File: src/rtl/digit_serial_addsub_if.sv
// Host-side handshake and operand/result bundle for the digit-serial adder/subtractor.
// The host drives the request; the engine returns status and the result.
interface digit_serial_addsub_if #(
    parameter int unsigned WIDTH = 8
);
    logic             start;
    logic             sub;
    logic [WIDTH-1:0] a;
    logic [WIDTH-1:0] b;
    logic             cin;
    logic             busy;
    logic             done;
    logic [WIDTH-1:0] s;
    logic             cout;
    logic             ovf;

    modport master (
        output start, sub, a, b, cin,
        input  busy, done, s, cout, ovf
    );

    modport slave (
        input  start, sub, a, b, cin,
        output busy, done, s, cout, ovf
    );
endinterface

File: src/rtl/digit_serial_addsub.sv
// Digit-serial add/subtract: DIGIT bits per clock, LSB first, through one DIGIT-wide
// carry chain with a registered carry between digits.
module digit_serial_addsub #(
    parameter int unsigned WIDTH = 8,
    parameter int unsigned DIGIT = 1
) (
    input logic                   clk,
    input logic                   rst,
    digit_serial_addsub_if.slave  bus
);
    localparam int unsigned   NDIG  = WIDTH / DIGIT;
    localparam int unsigned   CW    = (NDIG > 1) ? $clog2(NDIG) : 1;
    localparam logic [CW-1:0] LAST  = CW'(NDIG - 1);
    // Low DIGIT bits set; all ones when DIGIT == WIDTH.
    localparam logic [WIDTH-1:0] DMASK = (WIDTH'(1) << DIGIT) - WIDTH'(1);

    typedef enum logic [1:0] {StIdle, StRun, StDone} state_e;

    state_e           state_q;
    logic [WIDTH-1:0] opa_q, opb_q, s_q;
    logic [CW-1:0]    cnt_q;
    logic             carry_q, busy_q, done_q, cout_q, ovf_q;

    int unsigned      shamt;
    logic [WIDTH-1:0] opa_sh, opb_sh, s_next;
    logic [DIGIT-1:0] dig_a, dig_b;
    logic [DIGIT:0]   dig_sum;
    logic             msb_cin;

    always_comb begin
        shamt   = int'(cnt_q) * DIGIT;
        opa_sh  = opa_q >> shamt;
        opb_sh  = opb_q >> shamt;
        dig_a   = opa_sh[DIGIT-1:0];
        dig_b   = opb_sh[DIGIT-1:0];
        dig_sum = {1'b0, dig_a} + {1'b0, dig_b} + {{DIGIT{1'b0}}, carry_q};
        // Carry into a bit position is recoverable as a ^ b ^ sum at that position.
        msb_cin = dig_a[DIGIT-1] ^ dig_b[DIGIT-1] ^ dig_sum[DIGIT-1];
        s_next  = (s_q & ~(DMASK << shamt)) | (WIDTH'(dig_sum[DIGIT-1:0]) << shamt);
    end

    always_ff @(posedge clk) begin
        if (rst) begin
            state_q <= StIdle;
            opa_q   <= '0;
            opb_q   <= '0;
            s_q     <= '0;
            cnt_q   <= '0;
            carry_q <= 1'b0;
            busy_q  <= 1'b0;
            done_q  <= 1'b0;
            cout_q  <= 1'b0;
            ovf_q   <= 1'b0;
        end else begin
            done_q <= 1'b0;
            case (state_q)
                StIdle, StDone: begin
                    if (bus.start) begin
                        opa_q   <= bus.a;
                        opb_q   <= bus.sub ? ~bus.b : bus.b;
                        carry_q <= bus.cin ^ bus.sub;
                        cnt_q   <= '0;
                        s_q     <= '0;
                        busy_q  <= 1'b1;
                        state_q <= StRun;
                    end else begin
                        state_q <= StIdle;
                    end
                end
                StRun: begin
                    s_q     <= s_next;
                    carry_q <= dig_sum[DIGIT];
                    if (cnt_q == LAST) begin
                        cnt_q   <= '0;
                        busy_q  <= 1'b0;
                        done_q  <= 1'b1;
                        cout_q  <= dig_sum[DIGIT];
                        ovf_q   <= msb_cin ^ dig_sum[DIGIT];
                        state_q <= StDone;
                    end else begin
                        cnt_q <= cnt_q + 1'b1;
                    end
                end
                default: state_q <= StIdle;
            endcase
        end
    end

    assign bus.busy = busy_q;
    assign bus.done = done_q;
    assign bus.s    = s_q;
    assign bus.cout = cout_q;
    assign bus.ovf  = ovf_q;
endmodule

File: src/flat_wrapper.sv
// flat-port wrapper written by rule: the top's interface ports become plain ports
module digit_serial_addsub_flat 
#(
    parameter int unsigned WIDTH = 8,
    parameter int unsigned DIGIT = 1
)
  (clk, rst, bus_start, bus_sub, bus_a, bus_b, bus_cin, bus_busy, bus_done, bus_s, bus_cout, bus_ovf);
  digit_serial_addsub_if #(.WIDTH(WIDTH)) bus_i ();
  input logic clk;
  input logic rst;
  input wire logic [$bits(bus_i.start)-1:0] bus_start;
  input wire logic [$bits(bus_i.sub)-1:0] bus_sub;
  input wire logic [$bits(bus_i.a)-1:0] bus_a;
  input wire logic [$bits(bus_i.b)-1:0] bus_b;
  input wire logic [$bits(bus_i.cin)-1:0] bus_cin;
  output wire logic [$bits(bus_i.busy)-1:0] bus_busy;
  output wire logic [$bits(bus_i.done)-1:0] bus_done;
  output wire logic [$bits(bus_i.s)-1:0] bus_s;
  output wire logic [$bits(bus_i.cout)-1:0] bus_cout;
  output wire logic [$bits(bus_i.ovf)-1:0] bus_ovf;
  assign bus_i.start = bus_start;
  assign bus_i.sub = bus_sub;
  assign bus_i.a = bus_a;
  assign bus_i.b = bus_b;
  assign bus_i.cin = bus_cin;
  assign bus_busy = bus_i.busy;
  assign bus_done = bus_i.done;
  assign bus_s = bus_i.s;
  assign bus_cout = bus_i.cout;
  assign bus_ovf = bus_i.ovf;
  digit_serial_addsub #(.WIDTH(WIDTH), .DIGIT(DIGIT)) u_core (.clk(clk), .rst(rst), .bus(bus_i));
endmodule
File: config.mk
export PLATFORM = sky130hd
export DESIGN_NAME = digit_serial_addsub_flat
export DESIGN_NICKNAME = d
export VERILOG_FILES = /design/src/rtl/digit_serial_addsub_if.sv /design/src/rtl/digit_serial_addsub.sv /design/src/flat_wrapper.sv
export SDC_FILE = /design/constraint.sdc
export NUM_CORES = 1
export LEC_CHECK = 0
export CORE_MARGIN = 2
export CORE_UTILIZATION = 45
export DETAILED_ROUTE_END_ITERATION = 10
export PLACE_DENSITY = 0.74
export SLEW_MARGIN = 0
export SYNTH_ARGS = -nofsm -noshare
export SYNTH_HDL_FRONTEND = slang
export SYNTH_SLANG_ARGS = --single-unit
File: constraint.sdc
create_clock -name clk -period 2.58 [get_ports clk]
set_clock_uncertainty 0.15 [all_clocks]
set_input_delay 0.516 -clock clk [delete_from_list [all_inputs] [get_ports clk]]
set_output_delay 0.516 -clock clk [all_outputs]
set_load 0.005 [all_outputs]
==> flow_metrics.tcl, run 1 <==
set metrics [dict create \
    p_sw_frac 0.247 \
    grt_pass1_vias 1290 \
    run_status "complete, no violations" \
    placed_area_um2 1950 \
    port_buffers 32 \
    power.density_nw_per_um2 545 \
    end_kind "flop" \
    required_ps 2650 \
    finalPower_w 0.00110 \
    startpoint_type "flop" \
    dieWidth_um 63.4 \
    nFillCells 316 \
    async_reset_ff_frac 0 \
    multi_input_area_um2 835 \
    ys_ff_latch 34 \
    synth_cell_types 25 \
    hold_viol 0 \
    rsz0062_at_grt "no" \
    cp_common_cell "nand2_1" \
    core.rowCount 21 \
    core_region_area_um2 3360 \
    max_cap_violations 0 \
    drt_iter0_markers 47 \
    grt_max_degree 35 \
    post_cts_buffers 0 \
    p_seq_frac 0.513 \
    antenna_found_initial 0 \
    muxShareOfSynthArea 0.0757 \
    area_delta_synth_final_pct 27.5 \
    drtAntennaViolNets 0 \
    dpl_worst_slack_ps 152 \
    pwr-share-clk 0.325 \
    period_share 0.947 \
    grt_pass1_wl_mm 5.30 \
    initial_core_util 0.472 \
    layout_commonest_cell "dfxtp_1" \
    syn_area_per_cell_um2 8.97 \
    ioPinCount 33 \
    p_int_w 0.000831 \
    overflow 0 \
    ir_worst_vdd_mv 0.292 \
    yosys.area_share.xor_xnor 0.0607 \
    cpMaxStageDelayCell "mux4_1" \
    combinationalPowerShare 0.162 \
    p_leak_nw 0.776 \
    final_cell_area_um2 2020 \
    min_period_ps 2440 \
    cts_buffers 5 \
    p_sw_w 0.000272 \
    path_cells "buf_4 -> mux4_1 -> nand2_1 -> nand2_1 -> fa_1 -> and3_1 -> a32oi_1 -> nor2_1" \
    drc_errors 0 \
    root_buffer "clkbuf_4" \
    avgRoutedWirePerCell_um 11.8 \
    num-nets-final 237 \
    setup_slack_ps 137 \
    clock_latency_ps 330 \
    synthTopCellsByArea "dfxtp_1 (43%), nor2_1 (7.1%), nand2_1 (6.9%)" \
    critical_path_arrival_ps 2510 \
    regArea_um2 681 \
    cts.clk_slew.worst_paths_ps 100 \
    synth_edf_count 0 \
    wirelength_mm 3.00 \
    max_slew_margin 0.496 \
    synth_fp_nets 206 \
    holdBufCountCts 0 \
    max_stage_delay_ps 570 \
    yosysWarnings 0 \
    drive_gt1_frac 0.0670 \
    drt-vias-per-instance 5.11 \
    cts_buffer_depth 2 \
    gp_congestion 0.875 \
    synth_top_family_by_area "simple AND/OR/NAND/NOR gates" \
    vias 1304 \
    yosysSeqAreaShare 0.429 \
    crit_fanout 8 \
    cts_resized 0 \
    synth.top_cell.area_share 0.429 \
    yosys.area_share.simple 0.180 \
    synth_cells 177 \
    synth_area_um2 1590 \
    cts_tree "done" \
    post-route-util 0.602 \
    ys.flop_type "dfxtp_1" \
    max_freq_mhz 409 \
    hold_class "reg -> reg" \
    synth-adder-area-share 0.0678 \
    path_class "reg -> reg" \
    yosys.area.top_type "dfxtp_1" \
    ctsHtreeMaxLevel 2 \
    setup_viol 0 \
    antenna_cells 0 \
    tns_ps 0 \
    die_area_um2 4020 \
    worst_pin_slew_ps 754 \
    final_cell_mix "dfxtp_1 (34), clkdlybuf4s50_1 (32), nor2_1 (30)" \
    cts.sinks 34 \
    synth_compound_area_frac 0.142 \
    slew_violations 0 \
    die_height_um 63.4 \
    drt_first_pass_iters 6 \
    hpwl_mm 2.23 \
    grt_use_total 0.167 \
]
-- final timing paths --
check	startpoint	to	slack, ps	depth (start not counted)
max	u_core.cnt_q[0]$_SDFFE_PP0P_	u_core.bus.s[4]$_SDFFE_PP0P_	140	8
min reg2reg	u_core.opa_q[2]$_SDFFE_PP0P_	u_core.opa_q[2]$_SDFFE_PP0P_	310	2
min	u_core.opa_q[2]$_SDFFE_PP0P_	u_core.opa_q[2]$_SDFFE_PP0P_	310	2
max reg2reg	u_core.cnt_q[0]$_SDFFE_PP0P_	u_core.bus.s[4]$_SDFFE_PP0P_	140	8
-- cells by family (layout without fill, tap and decap cells) --
| family | after synthesis | in the layout |
|---|---|---|
| adder cells (fa/ha/maj) | 8 | 8 |
| XOR/XNOR | 11 | 11 |
| AND/OR/NAND/NOR | 69 | 69 |
| flip-flops | 34 | 34 |
| multiplexers | 5 | 5 |
| buffers and inverters | 17 | 49 |
| AO/OA/AOI/OAI | 33 | 33 |
-- worst max-delay path, delay by kind of cell, from the launching register on --
family / cells / cell delay, ps
buffers and inverters: 1 / 180
muxes: 1 / 570
AOI/OAI and AO/OA: 1 / 160
adders and majority gates: 1 / 470
DFF: 1 / 380
and+or+nand+nor: 4 / 420
-- Yosys cell counts, types with 2 or more instances --
library cell and instances:
xnor2_1 11, clkbuf_1 10, a21oi_1 14, ha_1 7, nor2_1 30, nand2_1 29
nor2b_1 2, dfxtp_1 34, nand2b_1 2, a211oi_1 8, mux4_1 4, and3_1 2
inv_1 4, a32oi_1 9
-- power groups by stage --
stage / clock network, W / registers [W] / logic [W]
finish: 0.000359 / 0.000566 / 0.000178
global route: 0.000393 / 0.000570 / 0.000199
CTS: 0.000370 / 0.000566 / 0.000180
detailed placement: 0 / 0.000578 / 0.000180
global placement: 0 / 0.000578 / 0.000174
floorplan: 0 / 0.000574 / 0.000120
-- per-layer routing --
metal  routed length (um)  up-vias  GRT usage
met3                  204        5     0.0536
met1                 1330      583      0.188
met2                 1410       48      0.289
li1                     -      668          -
met5                    0        -          0
met4                   59        0     0.0652
-- layout make-up --
class,count,share of cell area
Multi-Input combinational cell,126,0.412
Sequential cell,34,0.336
Clock buffer,8,0.0389
Timing Repair Buffer,37,0.177
Tap cell,46,0.0284
Inverter,4,0.00742
-- registers in the layout (all words and copies together) (netlist names) --
name,count
u_core.bus.busy,1
u_core.bus.cout,1
u_core.bus.done,1
u_core.bus.ovf,1
u_core.bus.s,8
u_core.carry_q,1
u_core.cnt_q,3
u_core.opa_q,8
u_core.opb_q,8
u_core.state_q,2
-- through the flow --
step	std cells	hold WS (ps)
floorplan	177	282
global placement	247	296
detailed placement	247	297
CTS	255	311
global route	255	337
finish	255	311
(Power assumes the default switching activity.)
==> inputs of run 2 (changes only) <==
--- a/config.mk
+++ b/config.mk
@@ -6,9 +6,9 @@
 export NUM_CORES = 1
 export LEC_CHECK = 0
 export CORE_MARGIN = 2
-export CORE_UTILIZATION = 45
+export CORE_UTILIZATION = 50
 export DETAILED_ROUTE_END_ITERATION = 10
-export PLACE_DENSITY = 0.74
+export PLACE_DENSITY = 0.78
 export SLEW_MARGIN = 0
 export SYNTH_ARGS = -nofsm -noshare
 export SYNTH_HDL_FRONTEND = slang
==> constraint.sdc (replaced) <==
create_clock -name clk -period 2.79 [get_ports clk]
set_clock_uncertainty 0.15 [all_clocks]
set_input_delay 0.558 -clock clk [delete_from_list [all_inputs] [get_ports clk]]
set_output_delay 0.558 -clock clk [all_outputs]
set_load 0.005 [all_outputs]
==> run 2 against run 1 <==
Against the previous run: non-clock buffer count increased by 1; wire length grew 12%; clock power decreased by 26%; clock-buffer cell count down 2; cell count shrank 1.2%; critical path type unchanged; critical endpoint is now u_core.bus.s[5]$_SDFFE_PP0P_; largest cell class unchanged; highest routed layer unchanged.
==> flow_metrics.tcl, run 2 (same netlist as run 1, synthesis figures left out) <==
set metrics [dict create \
    max_stage_delay_ps 600 \
    power.density_nw_per_um2 478 \
    cts_resized 0 \
    crit_family "multiplexers" \
    port_buffers 32 \
    path_cells "mux4_1 -> mux2_4 -> fa_1 -> nand2_1 -> nor2_1 -> a32oi_1 -> nor2_1" \
    hpwl_mm 2.62 \
    stdcell_count 252 \
    min-delay-start "u_core.opa_q[1]$_SDFFE_PP0P_" \
    holdBufCountCts 0 \
    drt_iter0_markers 74 \
    holdPathStages 2 \
    drc_errors 0 \
    gp_congestion 0.827 \
    path_class "reg -> reg" \
    min_period_ps 2560 \
    grt_pass1_vias 1265 \
    reg2reg_depth 7 \
    core.rowCount 20 \
    cts.clk_slew.worst_paths_ps 90 \
    die_height_um 60.4 \
    ctsHtreeMaxLevel 2 \
    cts_tree "done" \
    grt_use_total 0.211 \
    ir_worst_vdd_mv 0.350 \
    max_cap_violations 0 \
    post-route-util 0.661 \
    area_delta_synth_final_pct 26.1 \
    overflow 0 \
    cts_buffer_depth 2 \
    layout_commonest_cell "dfxtp_1" \
    grt_max_degree 27 \
    crit_fanout 5 \
    end_kind "flop" \
    vias 1331 \
    ioPinCount 33 \
    drive_gt1_frac 0.0625 \
    root_buffer "clkbuf_4" \
    clock_latency_ps 330 \
    num-nets-final 238 \
    max_slew_margin 0.596 \
    initial_core_util 0.524 \
    core_region_area_um2 3030 \
    cp_num_buf_inv 0 \
    nFillCells 245 \
    wirelength_mm 3.36 \
    antenna_found_initial 0 \
    hold_path_end "u_core.opa_q[1]$_SDFFE_PP0P_" \
    grt_pass1_wl_mm 5.54 \
    dieWidth_um 60.4 \
    antenna_cells 0 \
    finalPower_w 0.000957 \
    drtAntennaViolNets 0 \
    hold_class "reg -> reg" \
    hold_viol 0 \
    cpMaxStageDelayCell "mux4_1" \
    critical_path_arrival_ps 2680 \
    worst_pin_slew_ps 605 \
    rsz0062_at_grt "no" \
    slew_violations 0 \
    rrSetupSlack_ps 230 \
    period_share 0.916 \
    final_cell_mix "dfxtp_1 (34), clkdlybuf4s50_1 (32), nor2_1 (30)" \
    r2r-end "u_core.bus.s[5]$_SDFFE_PP0P_" \
    drt-vias-per-instance 5.28 \
    setup_viol 0 \
    p_leak_nw 0.766 \
    cts_buffers 5 \
    die_area_um2 3640 \
    cp_common_cell "nor2_1" \
    dp_cells 246 \
    drt_first_pass_iters 4 \
    run_status "complete, no violations" \
    post_cts_buffers 0 \
    required_ps 2910 \
    max_freq_mhz 391 \
    tns_ps 0 \
    cts.sinks 34 \
    timing.rr.start "u_core.cnt_q[0]$_SDFFE_PP0P_" \
    startpoint_type "flop" \
    avgRoutedWirePerCell_um 13.3 \
]
==> run 2: cell type report <==
type / count / area (um2) / share of cell area
Clock buffer: 6 / 51.3 / 0.0256
Multi-Input combinational cell: 126 / 835 / 0.417
Tap cell: 44 / 55.1 / 0.0275
Sequential cell: 34 / 681 / 0.340
Timing Repair Buffer: 38 / 365 / 0.182
Inverter: 4 / 15.0 / 0.00750
==> run 2: worst max-delay path by stage <==
stage | from | slack, ps | end | cells past startpoint
2_1_floorplan | u_core.cnt_q[0]$_SDFFE_PP0P_ | 340 | u_core.bus.s[4]$_SDFFE_PP0P_ | 7
5_1_grt | u_core.cnt_q[0]$_SDFFE_PP0P_ | 50 | u_core.bus.s[5]$_SDFFE_PP0P_ | 7
3_5_place_dp | u_core.cnt_q[0]$_SDFFE_PP0P_ | 240 | u_core.bus.s[0]$_SDFFE_PP0P_ | 6
3_3_place_gp | u_core.cnt_q[0]$_SDFFE_PP0P_ | 340 | u_core.bus.s[6]$_SDFFE_PP0P_ | 6
6_report | u_core.cnt_q[0]$_SDFFE_PP0P_ | 230 | u_core.bus.s[5]$_SDFFE_PP0P_ | 7
4_1_cts | u_core.cnt_q[0]$_SDFFE_PP0P_ | 230 | u_core.bus.s[4]$_SDFFE_PP0P_ | 6
==> run 2: tightest hold or removal path: stages, from the launching register on <==
cell     delay (ps)
dfxtp_1         320
nand2_1          50
a21oi_1          50
==> run 2: per-stage QoR <==
stage               hold WS [ps]  setup WS (ps)  area, um2
finish                       313            233       2000
global route                 339           46.4       2000
CTS                          313            225       2000
detailed placement           300            240       1950
global placement             295            341       1950
floorplan                    282            339       1590
==> run 2: report_power, final <==
group | internal (W) | leakage [nW] | total, W | switching [W]
clock | 0.000113 | 0.0302 | 0.000264 | 0.000150
combinational | 0.0000881 | 0.458 | 0.000166 | 0.0000784
sequential | 0.000509 | 0.278 | 0.000527 | 0.0000175
==> run 2: per-layer routing <==
| layer | wire length, um | vias to the layer above | track usage | share of wire |
|---|---|---|---|---|
| met5 | 0 | - | 0 | 0 |
| met4 | 75 | 0 | 0.108 | 0.022 |
| met3 | 162 | 11 | 0.0554 | 0.048 |
| met2 | 1750 | 39 | 0.387 | 0.52 |
| met1 | 1380 | 612 | 0.220 | 0.41 |
| li1 | - | 669 | - | - |
